$ cat src/rtl/acl_spi_responder.sv
// SPI-mode-0 responder emulating an ADXL362-style accelerometer: 64-byte register file, burst read/write.
// Optional soft reset via register 0x1F is enabled by defining ACL_RESP_SOFTRESET_EN.
module acl_spi_responder #(
   parameter int unsigned SYNC_STAGES = 2,
   parameter logic [7:0]  DEVID       = 8'hAD
) (
   input  logic       clk,
   input  logic       rst,
   input  logic       CSN,
   input  logic       SCLK,
   input  logic       MOSI,
   output logic       MISO,
   output logic       miso_oe,
   input  logic [7:0] x_in,
   input  logic [7:0] y_in,
   input  logic       sample_stb,
   output logic       wr_valid,
   output logic [7:0] wr_addr,
   output logic [7:0] wr_data,
   output logic       bad_inst
);

   localparam int unsigned NREGS = 64;
   localparam int unsigned AW    = 6;

   typedef enum logic [2:0] {S_IDLE, S_INST, S_ADDR, S_DATA, S_IGNORE} state_t;

   state_t                 state;
   logic [SYNC_STAGES-1:0] csn_sync, sclk_sync, mosi_sync;
   logic                   csn_d, sclk_d;
   logic                   csn_s, sclk_s, mosi_s;
   logic                   sclk_rise, sclk_fall, csn_rise, csn_fall;
   logic [2:0]             bit_cnt;
   logic [7:0]             rx_sh, tx_sh;
   logic [7:0]             rx_next;
   logic [AW-1:0]          ptr, ptr_inc;
   logic                   is_read;
   logic [7:0]             regs [NREGS];
`ifdef ACL_RESP_SOFTRESET_EN
   logic                   armed;
`endif

   function automatic logic [7:0] reset_val(input logic [AW-1:0] idx);
      case (idx)
         6'h00:   return DEVID;
         6'h01:   return 8'h1D;
         6'h02:   return 8'hF2;
         default: return 8'h00;
      endcase
   endfunction

   function automatic logic writable(input logic [AW-1:0] p);
      return (p >= 6'h1F) && (p <= 6'h2E);
   endfunction

   // CSN synchronizer resets low so a reset taken with CSN held low never yields a false select edge.
   always_ff @(posedge clk or posedge rst) begin
      if (rst) begin
         csn_sync  <= '0;
         sclk_sync <= '0;
         mosi_sync <= '0;
         csn_d     <= 1'b0;
         sclk_d    <= 1'b0;
      end else begin
         csn_sync  <= {csn_sync[SYNC_STAGES-2:0], CSN};
         sclk_sync <= {sclk_sync[SYNC_STAGES-2:0], SCLK};
         mosi_sync <= {mosi_sync[SYNC_STAGES-2:0], MOSI};
         csn_d     <= csn_s;
         sclk_d    <= sclk_s;
      end
   end

   assign csn_s     = csn_sync[SYNC_STAGES-1];
   assign sclk_s    = sclk_sync[SYNC_STAGES-1];
   assign mosi_s    = mosi_sync[SYNC_STAGES-1];
   assign sclk_rise = sclk_s & ~sclk_d;
   assign sclk_fall = ~sclk_s & sclk_d;
   assign csn_rise  = csn_s & ~csn_d;
   assign csn_fall  = ~csn_s & csn_d;
   assign rx_next   = {rx_sh[6:0], mosi_s};
   assign ptr_inc   = ptr + 6'd1;

   // Protocol FSM and register file; an SPI write is assigned after sample_stb so it takes priority.
   always_ff @(posedge clk or posedge rst) begin
      if (rst) begin
         state    <= S_IDLE;
         bit_cnt  <= 3'd0;
         rx_sh    <= 8'h00;
         tx_sh    <= 8'h00;
         ptr      <= '0;
         is_read  <= 1'b0;
         MISO     <= 1'b0;
         miso_oe  <= 1'b0;
         wr_valid <= 1'b0;
         wr_addr  <= 8'h00;
         wr_data  <= 8'h00;
         bad_inst <= 1'b0;
`ifdef ACL_RESP_SOFTRESET_EN
         armed    <= 1'b0;
`endif
         for (int unsigned i = 0; i < NREGS; i++) regs[AW'(i)] <= reset_val(AW'(i));
      end else begin
         wr_valid <= 1'b0;
         bad_inst <= 1'b0;
         if (sample_stb) begin
            regs[6'h08] <= x_in;
            regs[6'h09] <= y_in;
         end
         if (csn_rise) begin
            state   <= S_IDLE;
            bit_cnt <= 3'd0;
            MISO    <= 1'b0;
            miso_oe <= 1'b0;
`ifdef ACL_RESP_SOFTRESET_EN
            if (armed) begin
               armed <= 1'b0;
               for (int unsigned i = 0; i < NREGS; i++) regs[AW'(i)] <= reset_val(AW'(i));
            end
`endif
         end else begin
            case (state)
               S_IDLE: begin
                  if (csn_fall) begin
                     state   <= S_INST;
                     bit_cnt <= 3'd0;
                  end
               end
               S_INST: begin
                  if (sclk_rise) begin
                     rx_sh   <= rx_next;
                     bit_cnt <= bit_cnt + 3'd1;
                     if (bit_cnt == 3'd7) begin
                        case (rx_next)
                           8'h0A: begin
                              state   <= S_ADDR;
                              is_read <= 1'b0;
                           end
                           8'h0B: begin
                              state   <= S_ADDR;
                              is_read <= 1'b1;
                           end
                           default: begin
                              state    <= S_IGNORE;
                              bad_inst <= 1'b1;
                           end
                        endcase
                     end
                  end
               end
               S_ADDR: begin
                  if (sclk_rise) begin
                     rx_sh   <= rx_next;
                     bit_cnt <= bit_cnt + 3'd1;
                     if (bit_cnt == 3'd7) begin
                        ptr     <= rx_next[AW-1:0];
                        tx_sh   <= regs[rx_next[AW-1:0]];
                        miso_oe <= is_read;
                        state   <= S_DATA;
                     end
                  end
               end
               S_DATA: begin
                  if (is_read) begin
                     if (sclk_fall) begin
                        MISO  <= tx_sh[7];
                        tx_sh <= {tx_sh[6:0], 1'b0};
                     end
                     if (sclk_rise) begin
                        bit_cnt <= bit_cnt + 3'd1;
                        if (bit_cnt == 3'd7) begin
                           ptr   <= ptr_inc;
                           tx_sh <= regs[ptr_inc];
                        end
                     end
                  end else if (sclk_rise) begin
                     rx_sh   <= rx_next;
                     bit_cnt <= bit_cnt + 3'd1;
                     if (bit_cnt == 3'd7) begin
                        if (writable(ptr)) begin
                           regs[ptr] <= rx_next;
                           wr_valid  <= 1'b1;
                           wr_addr   <= {2'b00, ptr};
                           wr_data   <= rx_next;
`ifdef ACL_RESP_SOFTRESET_EN
                           if (ptr == 6'h1F) armed <= (rx_next == 8'h52);
`endif
                        end
                        ptr <= ptr_inc;
                     end
                  end
               end
               S_IGNORE: ;
               default: state <= S_IDLE;
            endcase
         end
      end
   end

endmodule

$ cat config.mk
export PLATFORM = sky130hd
export DESIGN_NAME = acl_spi_responder
export DESIGN_NICKNAME = d
export VERILOG_FILES = /design/src/rtl/acl_spi_responder.sv
export SDC_FILE = /design/constraint.sdc
export NUM_CORES = 1
export LEC_CHECK = 0
export CAP_MARGIN = 20
export CORE_MARGIN = 5
export CORE_UTILIZATION = 57
export DETAILED_ROUTE_END_ITERATION = 10
export PLACE_DENSITY = 0.82
export SKIP_LAST_GASP = 1
export SYNTH_ARGS = -nofsm -noshare
export SYNTH_HDL_FRONTEND = slang
export SYNTH_SLANG_ARGS = --single-unit
$ cat constraint.sdc
create_clock -name clk -period 21.1 [get_ports clk]
set_clock_uncertainty 0.2 [all_clocks]
set_input_delay 6.33 -clock clk [delete_from_list [all_inputs] [get_ports clk]]
set_output_delay 6.33 -clock clk [all_outputs]
set_load 0.005 [all_outputs]
* Word-level counts from Yosys, hierarchy flattened
Index checks and enable logic that the tools add are counted.
** Cells by class
- Add/subtract/negate cells :: 2
- Multipliers :: 0
- Divide/modulo/power cells :: 0
- $lt $le $gt $ge :: 6
- Equality and inequality tests :: 20
- Shift operators :: 0
- Multiplexer cells :: 63
- Bitwise gates (word level) :: 13
- Reductions and logical operators :: 26
** Operators by type and width (count)
- 2-to-1 mux 448 bit :: 6
- bitwise mux 512 bit :: 1
- 2-to-1 mux 8 bit :: 13
- binary-select mux 8 bit (select 6 bit) :: 2
- demux 8 bit (select 6 bit) :: 1
- one-hot mux 8 bit (2 select lines) :: 2
- 2-to-1 mux 3 bit :: 10
- 2-to-1 mux 6 bit :: 4
- >= comparator 7 bit (second input constant) :: 3
- inverter 6 -> 7 bit :: 3
- 2-to-1 mux 1 bit :: 19
- AND reduction 6 bit :: 3
- nonzero test 2 bit :: 9
- equality test 8 x 4 -> 1 bit (second input constant) :: 2
- 2-to-1 mux 16 bit :: 1
- != test 3 bit (second input constant) :: 5
- != test 2 bit (second input constant) :: 6
- one-hot mux 3 bit (4 select lines) :: 1
- one-hot mux 6 bit (2 select lines) :: 1
- AND reduction 3 bit :: 4
- AND reduction 5 bit :: 2
- less-than comparator 7 x 1 -> 1 bit (second input constant) :: 1
- adder 6 x 1 -> 6 bit (second input constant) :: 1
- equality test 3 x 2 -> 1 bit (second input constant) :: 2
- 16 further kinds :: 28
** Storage, ports and cells
- Register bits :: 567
- Bits in latches :: 0
- Memory bits (writable) :: 0
- Memory bits (read-only) :: 0
- Output and inout port bits :: 20
- Logic and storage cells :: 211
- Memories kept :: 0

* Longest topological paths before layout
Gate-level depths: netlist of the first run.
- Word-level depth :: 12
- Gate-level depth with buffers :: 15
- Gate-level depth less buffers :: 9

* Least setup slack after synthesis of the first run
Ideal clock, no wire load.
- Kind :: input to register
- From :: input sample_stb
- To :: register regs[432] (netlist name)
- Arrival :: 7291 ps
- Slack :: 13484 ps
- Stages on the path :: 3
- Cell sequence :: clkbuf_1 clkbuf_1 mux2_2
** On the way
- Word-level cells in the longest chain between the ends :: 8
** RTL lines
- start: declaration :: line 16 : input logic sample_stb,
- 2-to-1 mux 16 bit (*) :: line 105 : if (sample_stb) begin
- bitwise mux 512 bit :: line 180 : regs[ptr] <= rx_next;
- 2-to-1 mux 448 bit :: line 179 : if (writable(ptr)) begin
- 2-to-1 mux 448 bit :: line 178 : if (bit_cnt == 3'd7) begin
- 2-to-1 mux 448 bit :: line 175 : end else if (sclk_rise) begin
- 2-to-1 mux 448 bit :: line 163 : if (is_read) begin
- 2-to-1 mux 448 bit :: line 121 : case (state)
- 2-to-1 mux 448 bit (*) :: line 109 : if (csn_rise) begin
- end signal: indexed assignment :: line 106 : regs[6'h08] <= x_in;
- end signal: indexed assignment :: line 107 : regs[6'h09] <= y_in;
- end signal: indexed assignment :: line 180
- end: declaration :: line 38 : logic [7:0] regs [NREGS];
Every way passes the cells marked *; elsewhere a longest branch is shown, timed or not.
A chain may end at the register's enable or synchronous reset.

==> reports/metrics.csv, run 1 <==
metric,value,unit
share of cells above drive strength 1,36.2,%
TritonCTS clock tree,done,
most frequent cells after synthesis,"sky130_fd_sc_hd__dfrtp_1 (552), sky130_fd_sc_hd__clkbuf_1 (392), sky130_fd_sc_hd__mux4_2 (246), sky130_fd_sc_hd__mux2_2 (196), sky130_fd_sc_hd__mux2i_1 (97)",
type of element launching the critical path,input pin,
Final Hold Slack,0.149,ns
Remaining DRCs,0,
number of sinks handled by clock tree synthesis,566,
via count,15500,
largest net degree at the start of global routing,167,
Max IR drop VDD,60.7,µV
Initial DRC Count,1931,
number of synthesized flops with an enable pin,0,
area of the mapped netlist,27300,µm²
total clock buffers created by CTS,55,
via count of the first global-routing pass,16600,
antenna-violating nets left,0,
total of hold buffers inserted after clock tree synthesis,0,
startpoint of the tightest hold check path,sclk_sync[0],
DPL Wire Length,38700,µm
htree depth,2,
stage delay of the slowest cell on the critical path,0.84,ns
total routing resource utilization after global routing,24.5,%
instance area at placement,26900,µm²
post-route clock period utilization,43.8,%
endpoints failing hold,0,
synthesis-to-layout area growth,5.18,%
number of endpoints failing setup at the final stage,0,
Port Buf Inserts,39,
clk_lat worst skew,0.63,ns
summed negative setup slack over all endpoints,0,ns
overall routed net length,63300,µm
type of the most critical hold path,flop to flop,
antenna diode count,0,
area inside the core boundary,47500,µm²
post-CTS repair timing setup buffer count,0,
endpoint kind of the worst setup timing path,asynchronous set/reset pin,
area fraction of the dominant cell type after synthesis,50.5,%
share of the yosys chip area belonging to registers,51.9,%
Synth cell types,74,
antenna violations before repair,0,
Crit Path Class,input pin to asynchronous set/reset pin,
setup repair after global routing missed its margin,no,
capture point of the worst reg-to-reg path,tx_sh[2],
global placement routability congestion,0.879,
number of pins with negative max-slew slack in the final report,0,
final-stage net count,1667,
reported leakage power,12.9,nW
slew at the pin closest to its max-slew limit,1.15,ns
"Endpoint, Worst Hold",sclk_sync[1],
io pins,42,
top cells by area in the synthesized netlist,"sky130_fd_sc_hd__dfrtp_1 (51%), sky130_fd_sc_hd__mux4_2 (20%), sky130_fd_sc_hd__mux2_2 (8.1%)",
data arrival time of the worst path,9.57,ns
async set or reset register ratio after synthesis,100,%
RR Startpoint,ptr[0],
ys flop type,sky130_fd_sc_hd__dfrtp_1,
Crit Path Max Fanout,166,
wire length of the first global-routing pass,101000,µm
minimum clock period,9.24,ns
worst hold path cell count,0,
floorplan die area,52400,µm²
die extent in x,229,µm
critical-path cell with the highest stage delay,sky130_fd_sc_hd__buf_4,
number of cell instances on the worst register-to-register path,10,
average wire length per cell after detail routing,27.5,µm
post-route insts no fill,2302,
root buffer selected by CTS,sky130_fd_sc_hd__clkbuf_16,
number of core rows,80,
dominant cell type by area after synthesis,sky130_fd_sc_hd__dfrtp_1,
Synth warnings,0,
Placed Cells incl. Taps,2197,
series of cell instances along the critical path,"clkdlybuf4s50_1, clkinvlp_4, buf_12, buf_4, buf_12, buf_4",
routed vias/inst,6.75,
Pwr Density,87.1,nW/µm²
Detailed Routing Iterations Pass 1,5,
"Avg Cell Area, Syn",13.8,µm²
status,"complete, no violations",
number of buffers on the longest clock path,3,
vertical extent of the die,229,µm
Post-CTS Resized,0,
clock-pin slew reported for the worst setup and hold paths after clock tree synthesis,0.06,ns
total non-filler cell area in the finished layout,28800,µm²
number of synthesized register bits,566,
remaining max-slew budget at the tightest pin,22.6,%
register-to-register path setup slack,15.65,ns
initial cell density of the core,57.5,%
most instantiated library cell after synthesis,sky130_fd_sc_hd__dfrtp_1,
required time of the critical path,21.43,ns
max cap viols,0,
overflow left after global routing,0,
maximum achievable frequency,108,MHz
Post-Synthesis Cells,1983,
stage by stage:
| step | utilization [%] | power [mW] | setup slack, ns |
|---|---|---|---|
| CTS | 60.4 | 2.51 | 11.27 |
| finish | 60.5 | 2.51 | 11.86 |
| floorplan | - | 1.37 | 6.87 |
| global route | 60.5 | 2.59 | 11.25 |
| detailed placement | 56.5 | 1.50 | 10.61 |
| global placement | 56.4 | 1.49 | 10.77 |
how the worst max path moves through the flow:
stage	depth (start not counted)	from	end	slack, ns
floorplan	1	rst	MISO	6.87
global placement	5	rst	mosi_sync[1]	10.77
detailed placement	5	rst	ptr[0]	10.61
CTS	5	rst	mosi_sync[1]	11.27
global route	6	rst	mosi_sync[1]	11.25
finish	6	rst	mosi_sync[1]	11.86
flip-flops by register name (all words and copies together) (netlist names):
signal,cells
MISO,1
bad_inst,1
bit_cnt,3
csn_d,1
csn_sync,2
is_read,1
miso_oe,1
mosi_sync,2
ptr,6
regs,512
rx_sh,7
sclk_d,1
sclk_sync,2
state,3
tx_sh,8
wr_addr,6
wr_data,8
wr_valid,1
cell usage in the layout, fill, tap and decap left out, drive strengths merged, types with 19 or more instances in the layout:
cell             n
a21oi           30
a221oi          20
buf             30
clkbuf          87
clkdlybuf4s50   39
dfrtp          552
mux2           201
mux2i           97
mux4           246
nand2           78
nor2            52
o21ai           42
o221ai          19
logic make-up after synthesis:
| kind of cell | after synthesis | synth area share (%) |
|---|---|---|
| xor gates and xnor gates | 5 | 0.243 |
| and+or+nand+nor | 206 | 3.81 |
| adders and majority gates | 5 | 0.229 |
| buffers and inverters | 482 | 7.33 |
| other | 1 | 0.0137 |
| DFF | 566 | 51.9 |
| muxes | 544 | 32.1 |
| AOI/OAI and AO/OA | 174 | 4.40 |
critical path: cells and delay by family:
family                 cells  cell delay [ns]
buffers and inverters      6             3.14
where the power goes:
| group | internal (mW) | total, mW | switching, mW |
|---|---|---|---|
| clock | 0.590 | 1.02 | 0.426 |
| sequential | 1.10 | 1.14 | 0.0423 |
| combinational | 0.108 | 0.350 | 0.242 |
| total | 1.79 | 2.51 | 0.710 |
per-layer routing:
metal,part of all wire (%),global-route usage [%],vias up
li1,-,-,6398
met1,40,34.2,8196
met2,48,37.6,784
met3,8.7,6.43,165
met4,4.0,9.04,2
met5,0.087,0.827,-
cell type report:
type,instances,area [µm²]
multi-input cells,936,11200
inverters,12,48.8
repair buffers,69,673
fillers,3321,18800
clock buffers,87,1660
clock inverters,17,223
flip-flops and latches,566,14200
well taps,615,769
(Power assumes the default switching activity.)
==> inputs of run 2 (changes only) <==
==> constraint.sdc (replaced) <==
create_clock -name clk -period 8.1 [get_ports clk]
set_clock_uncertainty 0.2 [all_clocks]
set_input_delay 2.43 -clock clk [delete_from_list [all_inputs] [get_ports clk]]
set_output_delay 2.43 -clock clk [all_outputs]
set_load 0.005 [all_outputs]
==> run 2 against run 1 <==
  * Clock-buffer cell count fell by 7
  * Hold slack improved by 0.0014 ns
  * Core utilization rose by 0.19 points
  * Sequential cell count stayed put
  * Die area unchanged
  * Largest power group unchanged
==> reports/metrics.csv, run 2 (synthesis gave the netlist of run 1 again) <==
metric,value,unit
root buffer selected by CTS,sky130_fd_sc_hd__clkbuf_16,
total of hold buffers inserted after clock tree synthesis,0,
DPL Wire Length,38200,µm
data arrival time of the worst path,4.73,ns
final setup margin,3.66,ns
utilization after layout,60.7,%
largest registers,"regs: 512 flops, tx_sh: 8 flops, wr_data: 8 flops",
total routing resource utilization after global routing,24.4,%
register-to-register path setup slack,3.66,ns
series of cell instances along the critical path,"ha_1, ha_1, and3b_1, nand4_1, inv_2, nand3_2, nor3_2, mux2_2",
number of cell instances on the worst register-to-register path,8,
floorplan die area,52400,µm²
number of sinks handled by clock tree synthesis,566,
critical-path cell with the highest stage delay,sky130_fd_sc_hd__nor3_2,
area inside the core boundary,47500,µm²
die extent in x,229,µm
Initial DRC Count,1759,
remaining max-slew budget at the tightest pin,21.7,%
synthesis-to-layout area growth,5.51,%
largest net degree at the start of global routing,154,
overflow left after global routing,0,
via count of the first global-routing pass,16600,
number of endpoints failing setup at the final stage,0,
Detailed Routing Iterations Pass 1,5,
number of buffers on the longest clock path,3,
clock-pin slew reported for the worst setup and hold paths after clock tree synthesis,0.06,ns
RR Startpoint,bit_cnt[0],
Crit Path Class,flop to flop,
average wire length per cell after detail routing,27.3,µm
reported leakage power,13.0,nW
"commonest cells after routing, fill and taps aside","sky130_fd_sc_hd__dfrtp_1 (547), sky130_fd_sc_hd__mux4_2 (246), sky130_fd_sc_hd__mux2_2 (196)",
post-route insts no fill,2301,
"sum of internal, switching and leakage power",6.64,mW
Port Buf Inserts,39,
layer carrying the most global-route usage,met2,
overall routed net length,62800,µm
type of element launching the critical path,flop,
htree depth,2,
most frequent standard cell in the layout excluding fill and tap cells,sky130_fd_sc_hd__dfrtp_1,
required time of the critical path,8.40,ns
most repeated library cell on the critical path,sky130_fd_sc_hd__ha_1,
Final Hold Slack,0.151,ns
endpoint of the most critical setup path,regs[282],
global placement routability congestion,0.899,
Remaining DRCs,0,
max cap viols,0,
type of the most critical hold path,flop to flop,
minimum clock period,4.44,ns
setup repair after global routing missed its margin,no,
endpoint kind of the worst setup timing path,flop,
total of fill cells in the finished design,3300,
TritonCTS clock tree,done,
initial cell density of the core,57.5,%
Pwr Density,230,nW/µm²
status,"complete, no violations",
number of pins with negative max-slew slack in the final report,0,
global-route met3 utilization,7.05,%
post-place setup slack,3.58,ns
Max IR drop VDD,191,µV
Placed Cells incl. Taps,2193,
wire length of the first global-routing pass,100000,µm
final-stage net count,1664,
endpoints failing hold,0,
routed vias/inst,6.71,
Crit Path Max Fanout,22,
total clock buffers created by CTS,56,
Post-CTS Resized,0,
worst setup path startpoint,bit_cnt[0],
vertical extent of the die,229,µm
met1 Use GR,33.9,%
post-CTS repair timing setup buffer count,0,
met2 layer usage reported by global route,37.0,%
slew at the pin closest to its max-slew limit,1.17,ns
antenna-violating nets left,0,
maximum achievable frequency,225,MHz
antenna violations before repair,1,
capture point of the worst reg-to-reg path,regs[282],
io pins,42,
share of cells above drive strength 1,36.4,%
number of core rows,80,
stage delay of the slowest cell on the critical path,0.89,ns
clk_lat worst skew,0.62,ns
post-route clock period utilization,54.8,%
register with the most flip-flops,regs,
via count,15400,
"flip-flop count of the largest register, all copies and words added",512,
==> run 2: area by class of cell <==
class / instances / area (µm²) / area share (%)
flip-flops and latches: 566 / 14200 / 49.2
clock inverters: 26 / 347 / 1.20
inverters: 12 / 48.8 / 0.169
well taps: 615 / 769 / 2.67
multi-input cells: 936 / 11200 / 38.8
repair buffers: 65 / 661 / 2.29
diodes: 1 / 2.50 / 0.00868
clock buffers: 80 / 1630 / 5.66
==> run 2: metrics by stage <==
stage	instance area, µm²	setup TNS [ns]
floorplan	27300	-1229.78
global placement	26900	0
detailed placement	26900	0
CTS	28800	0
global route	28800	0
finish	28800	0
==> run 2: how the worst min path moves through the flow <==
| stage | from | endpoint | slack [ns] | cells after the start |
|---|---|---|---|---|
| floorplan | csn_sync[0] | csn_sync[1] | 0.13 | 0 |
| global placement | mosi_sync[0] | mosi_sync[1] | 0.13 | 0 |
| global route | mosi_sync[0] | mosi_sync[1] | 0.17 | 0 |
| finish | mosi_sync[0] | mosi_sync[1] | 0.15 | 0 |
| detailed placement | mosi_sync[0] | mosi_sync[1] | 0.14 | 0 |
| CTS | mosi_sync[0] | mosi_sync[1] | 0.15 | 0 |
==> run 2: routing by layer <==
metal	part of all wire (%)	wire length [µm]	up-vias
li1	-	-	6399
met1	40	24900	8109
met2	47	29400	751
met5	0	0	-
met3	8.9	5570	188
met4	4.7	2960	0
==> run 2: where the power goes <==
group | total [mW] | switching (mW) | leakage [nW] | internal (mW)
Sequential | 2.99 | 0.135 | 7.79 | 2.85
Combinational | 0.886 | 0.604 | 4.19 | 0.283
Clock | 2.76 | 1.13 | 0.976 | 1.63
Total | 6.64 | 1.87 | 13.0 | 4.77
==> run 2: critical path, delay by kind of cell (launching register included) <==
kind          cells  cell delay, ns
flops             1            0.38
simple gates      4            2.40
buf+inv           1            0.51
mux               1            0.43
fa+ha+maj         2            0.38
